**src/rtl/bcd_pkg.sv**
```systemverilog
// Shared BCD datapath definitions: digit width, digit limit, FSM states and validity helper.
package bcd_pkg;

    localparam int unsigned DIGIT_W = 4;
    localparam logic [DIGIT_W-1:0] BCD_MAX = 4'd9;

    typedef enum logic [1:0] {
        IDLE,
        RUN,
        CORR,
        DONE
    } state_t;

    function automatic logic is_bcd(input logic [DIGIT_W-1:0] nibble);
        return nibble <= BCD_MAX;
    endfunction

endpackage

```
**src/rtl/bcd_digit_sub.sv**
```systemverilog
// One-digit BCD subtract with borrow: d = x - y - bin, wrapped into 0..9.
module bcd_digit_sub
    import bcd_pkg::*;
(
    input  logic [DIGIT_W-1:0] x,
    input  logic [DIGIT_W-1:0] y,
    input  logic               bin,
    output logic [DIGIT_W-1:0] d,
    output logic               bout
);

    logic signed [DIGIT_W:0] t;
    logic signed [DIGIT_W:0] t_adj;

    // Valid digits keep t within -10..9, so the sign bit is the borrow.
    always_comb begin
        t     = $signed({1'b0, x}) - $signed({1'b0, y}) - $signed({{DIGIT_W{1'b0}}, bin});
        t_adj = t + $signed((DIGIT_W + 1)'(10));
        bout  = t[DIGIT_W];
        d     = bout ? t_adj[DIGIT_W-1:0] : t[DIGIT_W-1:0];
    end

endmodule

```
**src/rtl/bcd_serial_subtractor.sv**
```systemverilog
// Digit-serial BCD subtractor, diff = a - b, LSD first, start/busy/done handshake.
// Optional BCD_SUB_SIGN_MAG_EN: negative results are re-complemented to sign-magnitude.
module bcd_serial_subtractor
    import bcd_pkg::*;
#(
    parameter int unsigned DIGITS = 4
) (
    input  logic                        clk,
    input  logic                        rst_n,
    input  logic                        start,
    input  logic [DIGIT_W*DIGITS-1:0]   a,
    input  logic [DIGIT_W*DIGITS-1:0]   b,
    output logic                        busy,
    output logic                        done,
    output logic [DIGIT_W*DIGITS-1:0]   diff,
    output logic                        borrow,
    output logic                        invalid
);

    localparam int unsigned W     = DIGIT_W * DIGITS;
    localparam int unsigned IDX_W = (DIGITS > 1) ? $clog2(DIGITS) : 1;

    state_t             state_q, state_d;
    logic [IDX_W-1:0]   idx_q, idx_d;
    logic               br_q, br_d;
    logic [W-1:0]       a_q, a_d;
    logic [W-1:0]       b_q, b_d;
    logic [W-1:0]       diff_q, diff_d;
    logic               borrow_q, borrow_d;
    logic               invalid_q, invalid_d;
    logic               busy_q, busy_d;
    logic               done_q, done_d;

    logic [DIGIT_W-1:0] dig_x, dig_y, dig_d;
    logic               dig_bout;
    logic               any_bad;
    logic               last;

    // Operand select for the shared digit slice.
    always_comb begin
        dig_x = '0;
        dig_y = '0;
        for (int i = 0; i < int'(DIGITS); i++) begin
            if (idx_q == IDX_W'(i)) begin
                dig_x = a_q[i*DIGIT_W +: DIGIT_W];
                dig_y = b_q[i*DIGIT_W +: DIGIT_W];
`ifdef BCD_SUB_SIGN_MAG_EN
                if (state_q == CORR) begin
                    dig_x = '0;
                    dig_y = diff_q[i*DIGIT_W +: DIGIT_W];
                end
`endif
            end
        end
    end

    bcd_digit_sub u_digit (
        .x    (dig_x),
        .y    (dig_y),
        .bin  (br_q),
        .d    (dig_d),
        .bout (dig_bout)
    );

    always_comb begin
        any_bad = 1'b0;
        for (int i = 0; i < int'(DIGITS); i++) begin
            if (!is_bcd(a[i*DIGIT_W +: DIGIT_W]) || !is_bcd(b[i*DIGIT_W +: DIGIT_W])) begin
                any_bad = 1'b1;
            end
        end
    end

    assign last = (idx_q == IDX_W'(DIGITS - 1));

    // Next-state and datapath update.
    always_comb begin
        state_d   = state_q;
        idx_d     = idx_q;
        br_d      = br_q;
        a_d       = a_q;
        b_d       = b_q;
        diff_d    = diff_q;
        borrow_d  = borrow_q;
        invalid_d = invalid_q;

        case (state_q)
            IDLE: begin
                if (start) begin
                    a_d      = a;
                    b_d      = b;
                    idx_d    = '0;
                    br_d     = 1'b0;
                    diff_d   = '0;
                    borrow_d = 1'b0;
                    if (any_bad) begin
                        invalid_d = 1'b1;
                        state_d   = DONE;
                    end else begin
                        invalid_d = 1'b0;
                        state_d   = RUN;
                    end
                end
            end
            RUN: begin
                for (int i = 0; i < int'(DIGITS); i++) begin
                    if (idx_q == IDX_W'(i)) diff_d[i*DIGIT_W +: DIGIT_W] = dig_d;
                end
                idx_d = idx_q + IDX_W'(1);
                br_d  = dig_bout;
                if (last) begin
                    borrow_d = dig_bout;
                    idx_d    = '0;
                    br_d     = 1'b0;
`ifdef BCD_SUB_SIGN_MAG_EN
                    state_d  = dig_bout ? CORR : DONE;
`else
                    state_d  = DONE;
`endif
                end
            end
`ifdef BCD_SUB_SIGN_MAG_EN
            CORR: begin
                for (int i = 0; i < int'(DIGITS); i++) begin
                    if (idx_q == IDX_W'(i)) diff_d[i*DIGIT_W +: DIGIT_W] = dig_d;
                end
                idx_d = idx_q + IDX_W'(1);
                br_d  = dig_bout;
                if (last) begin
                    idx_d   = '0;
                    br_d    = 1'b0;
                    state_d = DONE;
                end
            end
`endif
            DONE: begin
                state_d = IDLE;
            end
            default: begin
                state_d = IDLE;
            end
        endcase

        busy_d = (state_d == RUN) || (state_d == CORR);
        done_d = (state_d == DONE);
    end

    always_ff @(posedge clk or negedge rst_n) begin
        if (!rst_n) begin
            state_q   <= IDLE;
            idx_q     <= '0;
            br_q      <= 1'b0;
            a_q       <= '0;
            b_q       <= '0;
            diff_q    <= '0;
            borrow_q  <= 1'b0;
            invalid_q <= 1'b0;
            busy_q    <= 1'b0;
            done_q    <= 1'b0;
        end else begin
            state_q   <= state_d;
            idx_q     <= idx_d;
            br_q      <= br_d;
            a_q       <= a_d;
            b_q       <= b_d;
            diff_q    <= diff_d;
            borrow_q  <= borrow_d;
            invalid_q <= invalid_d;
            busy_q    <= busy_d;
            done_q    <= done_d;
        end
    end

    assign busy    = busy_q;
    assign done    = done_q;
    assign diff    = diff_q;
    assign borrow  = borrow_q;
    assign invalid = invalid_q;

endmodule

```
**config.mk**
```make
export PLATFORM = sky130hd
export DESIGN_NAME = bcd_serial_subtractor
export DESIGN_NICKNAME = d
export VERILOG_FILES = /design/src/rtl/bcd_pkg.sv /design/src/rtl/bcd_digit_sub.sv /design/src/rtl/bcd_serial_subtractor.sv
export SDC_FILE = /design/constraint.sdc
export NUM_CORES = 1
export LEC_CHECK = 0
export BUFFER_PORTS_ARGS = -buffer_cell sky130_fd_sc_hd__buf_4
export CAP_MARGIN = 40
export CORE_UTILIZATION = 30
export DETAILED_ROUTE_END_ITERATION = 16
export SKIP_CTS_REPAIR_TIMING = 1
export SLEW_MARGIN = 20
export SYNTH_ARGS = -nofsm -noshare
export SYNTH_HDL_FRONTEND = slang
export SYNTH_SLANG_ARGS = --single-unit
```
**constraint.sdc**
```tcl
create_clock -name clk -period 9.8 [get_ports clk]
set_input_delay 0 -clock clk [delete_from_list [all_inputs] [get_ports clk]]
set_output_delay 0 -clock clk [all_outputs]
set_load 0.03 [all_outputs]
```
---- Word level (Yosys, flattened, before mapping) ----
Index checks and enable logic that the tools add are counted.
word-level totals
  output and inout bits ................... 20
  input bits .............................. 35
  register bits ........................... 57
  word-level logic and storage cells ...... 91
operators by class
  $add $sub $neg .......................... 4
  reductions and logical operators ........ 22
  magnitude comparators ................... 8
  multiplexer cells ....................... 32
  equal/unequal tests ..................... 12
operators by type and width
  kind                                                  number
  2-to-1 mux 4 bit                                      13
  <= comparator 4 bit (second input constant)           8
  one-hot mux 16 bit (2 select lines)                   1
  2-to-1 mux 16 bit                                     1
  AND reduction 3 bit                                   4
  2-to-1 mux 2 bit                                      5
  inequality test 2 bit (second input constant)         5
  equality test 2 bit (second input constant)           4
  logical NOT 1 bit                                     8
  2-to-1 mux 1 bit                                      8
  one-hot mux 2 bit (2 select lines)                    2
  equality test 2 x 1 -> 1 bit (second input constant)  3
  logical OR 1 bit                                      5
  subtractor 4 x 4 -> 5 bit                             1
  subtractor 5 x 2 -> 5 bit                             1
  adder 4 bit (second input constant)                   1
  logical NOT 2 bit                                     2
  one-hot mux 1 bit (2 select lines)                    2
  AND reduction 2 bit                                   2
  adder 2 x 1 -> 2 bit (second input constant)          1
  nonzero test 2 bit                                    1

---- Logic depth before layout (Yosys ltp) ----
  depth in word-level cells ............... 12
  depth in mapped cells ................... 18
  depth with buffers taken out ............ 17

---- Hierarchy ----
Synthesis repeated with hierarchy kept, for this count alone.
unflattened totals
  cells, all modules ...................... 271
  area total of the unflattened synthesis .. 2940.3 µm²
modules (own cells, without submodules)
  module                 cells each  area an instance (µm²)  instances  seq. area each (µm²)
  bcd_serial_subtractor  239         2666.3                  1          1426.4
  bcd_digit_sub          32          274.0                   1          0.0

---- Worst setup path after synthesis ----
Ideal clock, no wire load.
  path type ............................... reg-to-reg
  from .................................... register idx_q[0]
  to ...................................... register diff_q[11], in the netlist diff[11]
  arrival time ............................ 3436 ps
  library setup time ...................... 130 ps
  cell stages (with the launch flop) ...... 17
  required time ........................... 9670 ps
  buffers on the path ..................... 2
  clock period less this slack ............ 3565 ps
  setup slack ............................. 6235 ps
  cells stage by stage .................... dfrtp_1 > inv_1 > ha_1 > clkbuf_1 > clkbuf_1 > nor2_1 > a21oi_1 > o21ai_1 > fa_1 > inv_1 > fa_1 > ha_1 > or3_1 > a21oi_1 > a221oi_1 > xor2_1 > o21ai_1
on the way
  longest elaborated chain between the ends .. 11
  elaborated cells on any way between the ends .. 20
  classes of those cells .................. 3 x add/sub; 4 x eq/ne; 11 x mux; 2 x reduce/logical
ends and longest elaborated chain
  element                              RTL line                      text
  from (decl)                          bcd_serial_subtractor.sv:24   logic [IDX_W-1:0] idx_q, idx_d;
  from (signal assigned)               bcd_serial_subtractor.sv:162  idx_q <= idx_d;
  logical NOT 2 bit                    bcd_serial_subtractor.sv:44   if (idx_q == IDX_W'(i)) begin
  2-to-1 mux 4 bit (4 in series)       bcd_serial_subtractor.sv:44
  subtractor 4 x 4 -> 5 bit            bcd_digit_sub.sv:17           t = $signed({1'b0, x}) - $signed({1'b0, y}) - $signed({{DIGIT_W{1'b0}}, bin});
  subtractor 5 x 2 -> 5 bit            bcd_digit_sub.sv:17
  adder 4 bit                          bcd_digit_sub.sv:18           t_adj = t + $signed((DIGIT_W + 1)'(10));
  2-to-1 mux 4 bit                     bcd_digit_sub.sv:20           d = bout ? t_adj[DIGIT_W-1:0] : t[DIGIT_W-1:0];
  2-to-1 mux 4 bit                     bcd_serial_subtractor.sv:107  if (idx_q == IDX_W'(i)) diff_d[i*DIGIT_W +: DIGIT_W] = dig_d;
  one-hot mux 16 bit (2 select lines)  bcd_serial_subtractor.sv:87   case (state_q)
  to (signal assigned)                 bcd_serial_subtractor.sv:166  diff_q <= diff_d;
  to (decl)                            bcd_serial_subtractor.sv:28   logic [W-1:0] diff_q, diff_d;
Several ways; a longest one is shown, not always the timed one. The select of a mux whose other input is x is not followed.
A chain may end at the register's enable or synchronous reset.

---- Worst setup path in the final report ----
  from .................................... register idx_q[1]
  to ...................................... register diff_q[7], in the netlist diff[7]
The elaborated chain is that of the path after synthesis.

==> run summary <==
The flow ran to the end, but the final reports show violations. The final reports fail on DRC. In this run, synthesis inferred 0 flip-flops with an integrated enable. The run gives 0 as the number of max-slew violations in the final report. TritonCTS built the clock tree. Counting along the longest clock path gives a buffer depth of 2.

The internal portion of the total power is 809.2 uW. The fraction of power consumed by the clock network was 0.127; the worst clock skew was 13.26 ps. After the first detailed-routing iteration, the DRC count stood at 129. The tools report the floorplan die area as 9601 um2.

The number of endpoints with negative hold slack in the final report is 0. The switching fraction of total power is 0.4742, and the insertion delay to the later sink of the worst-skew pair is 340 ps. In this run the static leakage power is 0.001867 uW.

Number of antenna violations at the first check in global routing: 0. In the final layout, the multi-input gates occupy 1242 um2. For the sequential share of power, the log shows 0.267.

Fraction of final layout cells with drive strength greater than 1: 0.1841. The initial core utilization was 0.3139; the final critical path time including I/O delays and setup was 4030 ps. Leaving out fill and tap cells, the most frequent cells in the layout are sky130_fd_sc_hd__nand2_1, sky130_fd_sc_hd__dfrtp_1, sky130_fd_sc_hd__buf_4. The detailed-route DRC error count came out at 4. The clock buffer count from CTS was 9.

By area, the combinational part of the netlist is dominated by simple AND/OR/NAND/NOR gates. After synthesis the netlist holds a flip-flop and latch count of 57. The sequential cell area fraction in the yosys report came out at 0.5161.

Once layout is done, the placed cells without fillers occupy 3762 um2. STA puts the critical path data arrival time at 4250 ps. The routability congestion estimate came out at 0.7687.

The combinational cell fraction of total power was 0.605. The final count of negative-setup-slack endpoints is 0, and the count of nets left with antenna violations after detail routing is 0. Xor-xnor portion of the synthesized cell area: 0.01268. The final antenna diode count is 0, and the instance area after placement is 3258 um2. The cell at the root of the clock tree was sky130_fd_sc_hd__clkbuf_8. Across the run, the number of max-cap violations was 0.

The simple-gate share of the synthesized area is 0.2277. The first global-routing pass estimated 11.72 mm of wire. The run gives 729.9 uW as the net switching power figure. In this run the power density over the cells is 409.1 nW/um2. The final-stage net count is 444. For the largest net degree at the start of global routing, the log shows 58. The most common library cell in the layout ignoring fill and taps is sky130_fd_sc_hd__nand2_1. The via count is 2441.

Maximum level of the CTS H-tree: 3. The total overflow left after global routing is 0. The share of synthesized cell area in full adder, half adder and majority cells works out to 0.05976. The sequential cell area was 1426 um2. The worst hold path belongs to the class in -> reg.

The cell area that synthesis handed to floorplanning was 2764 um2. The instance count of the mapped netlist came out at 312. In the synthesized netlist the dominant register cell turns out to be sky130_fd_sc_hd__dfrtp_1. CTS saw 57 sinks. For the final routed database, the setup TNS stands at 0 ps. The area growth from synthesis to final layout came out at 36.12%. After clock tree synthesis, the clock-pin slew on the worst setup and hold paths is 70 ps. The first TritonRoute pass finished after 10 iterations.

The transition time of the tightest slew-check pin was 724.4 ps; the mean routed wirelength per cell was 13.75 um. The run gives 10020 ps as the worst path required time. The number of I/O port buffers was 54; the half-perimeter wire length after placement was 4.854 mm. The peak supply drop came out at 0.1992 mV. The die is 97.99 um wide.

The worst setup path is captured at a flop. The category of the critical setup timing path is reg -> reg. Timing would allow up to 0.2481 GHz. The core region is 8806 um2. The total track usage is 0.1567, and the worst slew slack as a fraction of its limit is 0.5171. Setup repair after global routing left no endpoint under its margin. The total routed wirelength was 7.012 mm; the synthesis warning total was 0. Final cycle utilization of the critical path: 0.4112.

The worst setup path is launched from a flop. The floorplan has 34 rows. For the net count after synthesis, the log shows 359. Each instance of the synthesized netlist takes up on average 8.859 um2. The share of flip-flops with an asynchronous set or reset after synthesis is 1.000, and the mean number of vias per cell is 4.786.

In this run, distinct cell masters in the synthesized netlist total 35. The via count of the first global-routing pass was 2380; the overall die height was 97.99 um. The filler cell count is 902, and the worst-path maximum fanout is 13. The synthesized-area fraction occupied by ao, oa, aoi and oai cells works out to 0.1335.

The top-level I/O count is 55, and the multiplexer fraction of the synthesized cell area is 0.01584.
[state kept, by name, summed over array words and instances (netlist names)]
register	flops
a_q	16
invalid	1
diff	16
idx_q	2
busy	1
done	1
br_q	1
state_q	2
borrow	1
b_q	16
[Yosys cell counts (2+ instances only)]
cell / n / area, um2
sky130_fd_sc_hd__nand2_1: 116 / 435.4
sky130_fd_sc_hd__nand3_1: 6 / 30.03
sky130_fd_sc_hd__a22o_1: 3 / 26.28
sky130_fd_sc_hd__nand2b_1: 2 / 12.51
sky130_fd_sc_hd__o21ai_0: 14 / 70.07
sky130_fd_sc_hd__nor3_1: 4 / 20.02
sky130_fd_sc_hd__a22oi_1: 3 / 22.52
sky130_fd_sc_hd__ha_1: 10 / 125.1
sky130_fd_sc_hd__inv_1: 9 / 33.78
sky130_fd_sc_hd__o21ai_1: 18 / 90.09
sky130_fd_sc_hd__xor2_1: 3 / 26.28
sky130_fd_sc_hd__dfrtp_1: 57 / 1426
sky130_fd_sc_hd__a21oi_1: 12 / 60.06
sky130_fd_sc_hd__a221oi_1: 5 / 43.79
sky130_fd_sc_hd__fa_1: 2 / 40.04
sky130_fd_sc_hd__nor2b_1: 9 / 56.30
sky130_fd_sc_hd__nor2_1: 5 / 18.77
sky130_fd_sc_hd__mux2_2: 3 / 33.78
sky130_fd_sc_hd__clkbuf_1: 13 / 48.80
sky130_fd_sc_hd__a21o_1: 2 / 15.01
sky130_fd_sc_hd__nand4_1: 2 / 12.51
[per-stage QoR]
step | power [uW] | worst slack (ps) | cells | util | hold slack (ps)
floorplan | 1085 | 6235 | 312 | - | -295.6
global placement | 1309 | 5971 | 461 | 0.3700 | 95.85
detailed placement | 1336 | 5805 | 461 | 0.3700 | 106.8
CTS | 1541 | 5758 | 477 | 0.3897 | -260.2
global route | 1699 | 5376 | 510 | 0.4273 | 225.5
finish | 1539 | 5770 | 510 | 0.4273 | 184.6
[power groups by stage]
stage,combinational [uW],sequential (uW),clock (uW)
after detailed placement,920,416,0
after global routing,1060,426,212
after CTS,927,413,201
after global placement,892,416,0
after floorplan,632,453,0
final,931,412,196
[worst max-delay path, stage by stage (launching register included)]
cell                       delay, ps
sky130_fd_sc_hd__dfrtp_1         390
sky130_fd_sc_hd__inv_1           100
sky130_fd_sc_hd__ha_1            440
sky130_fd_sc_hd__and2b_1         310
sky130_fd_sc_hd__a22oi_1         190
sky130_fd_sc_hd__nor2_1           60
sky130_fd_sc_hd__a21oi_1         140
sky130_fd_sc_hd__o21ai_1         100
sky130_fd_sc_hd__fa_1            410
sky130_fd_sc_hd__inv_1           100
sky130_fd_sc_hd__fa_1            450
sky130_fd_sc_hd__ha_1            230
sky130_fd_sc_hd__or3_1           310
sky130_fd_sc_hd__a21oi_1         150
sky130_fd_sc_hd__a221oi_1         70
sky130_fd_sc_hd__xor2_1          320
sky130_fd_sc_hd__o21ai_1         120
[kinds of logic (layout without fill, tap and decap cells)]
group	count (synthesis)	after routing
and+or+nand+nor	150	150
AOI/OAI and AO/OA	61	61
DFF	57	57
buffers and inverters	24	114
adders and majority gates	12	12
xor gates and xnor gates	4	4
muxes	4	4
[metal layers]
metal | track usage | routed length [um] | up-vias
met5 | 0 | 0 | -
met3 | 0.04223 | 311 | 6
met1 | 0.2098 | 3348 | 1164
li1 | - | - | 1211
met2 | 0.2454 | 3294 | 60
met4 | 0.05245 | 57 | 0
[worst paths after layout]
| check | startpoint | endpoint | slack, ps | depth (start not counted) |
|---|---|---|---|---|
| min in group asynchronous | rst_n | diff[1] | 260 | 2 |
| worst min-delay path | start | state_q[0] | 180 | 3 |
| worst max register to register | idx_q[1] | diff[7] | 5770 | 16 |
| max in group asynchronous | rst_n | b_q[15] | 9040 | 2 |
| worst min register to register | b_q[8] | b_q[8] | 480 | 2 |
| worst max-delay path | idx_q[1] | diff[7] | 5770 | 16 |
[cell type report]
class / instances / area share
Timing Repair Buffer: 89 / 0.1995
Clock inverter: 3 / 0.003991
Tap cell: 108 / 0.03592
Clock buffer: 13 / 0.04223
Sequential cell: 57 / 0.3791
Multi-Input combinational cell: 231 / 0.3302
Inverter: 9 / 0.008979
Note: power is estimated with default switching activity, not from simulation.
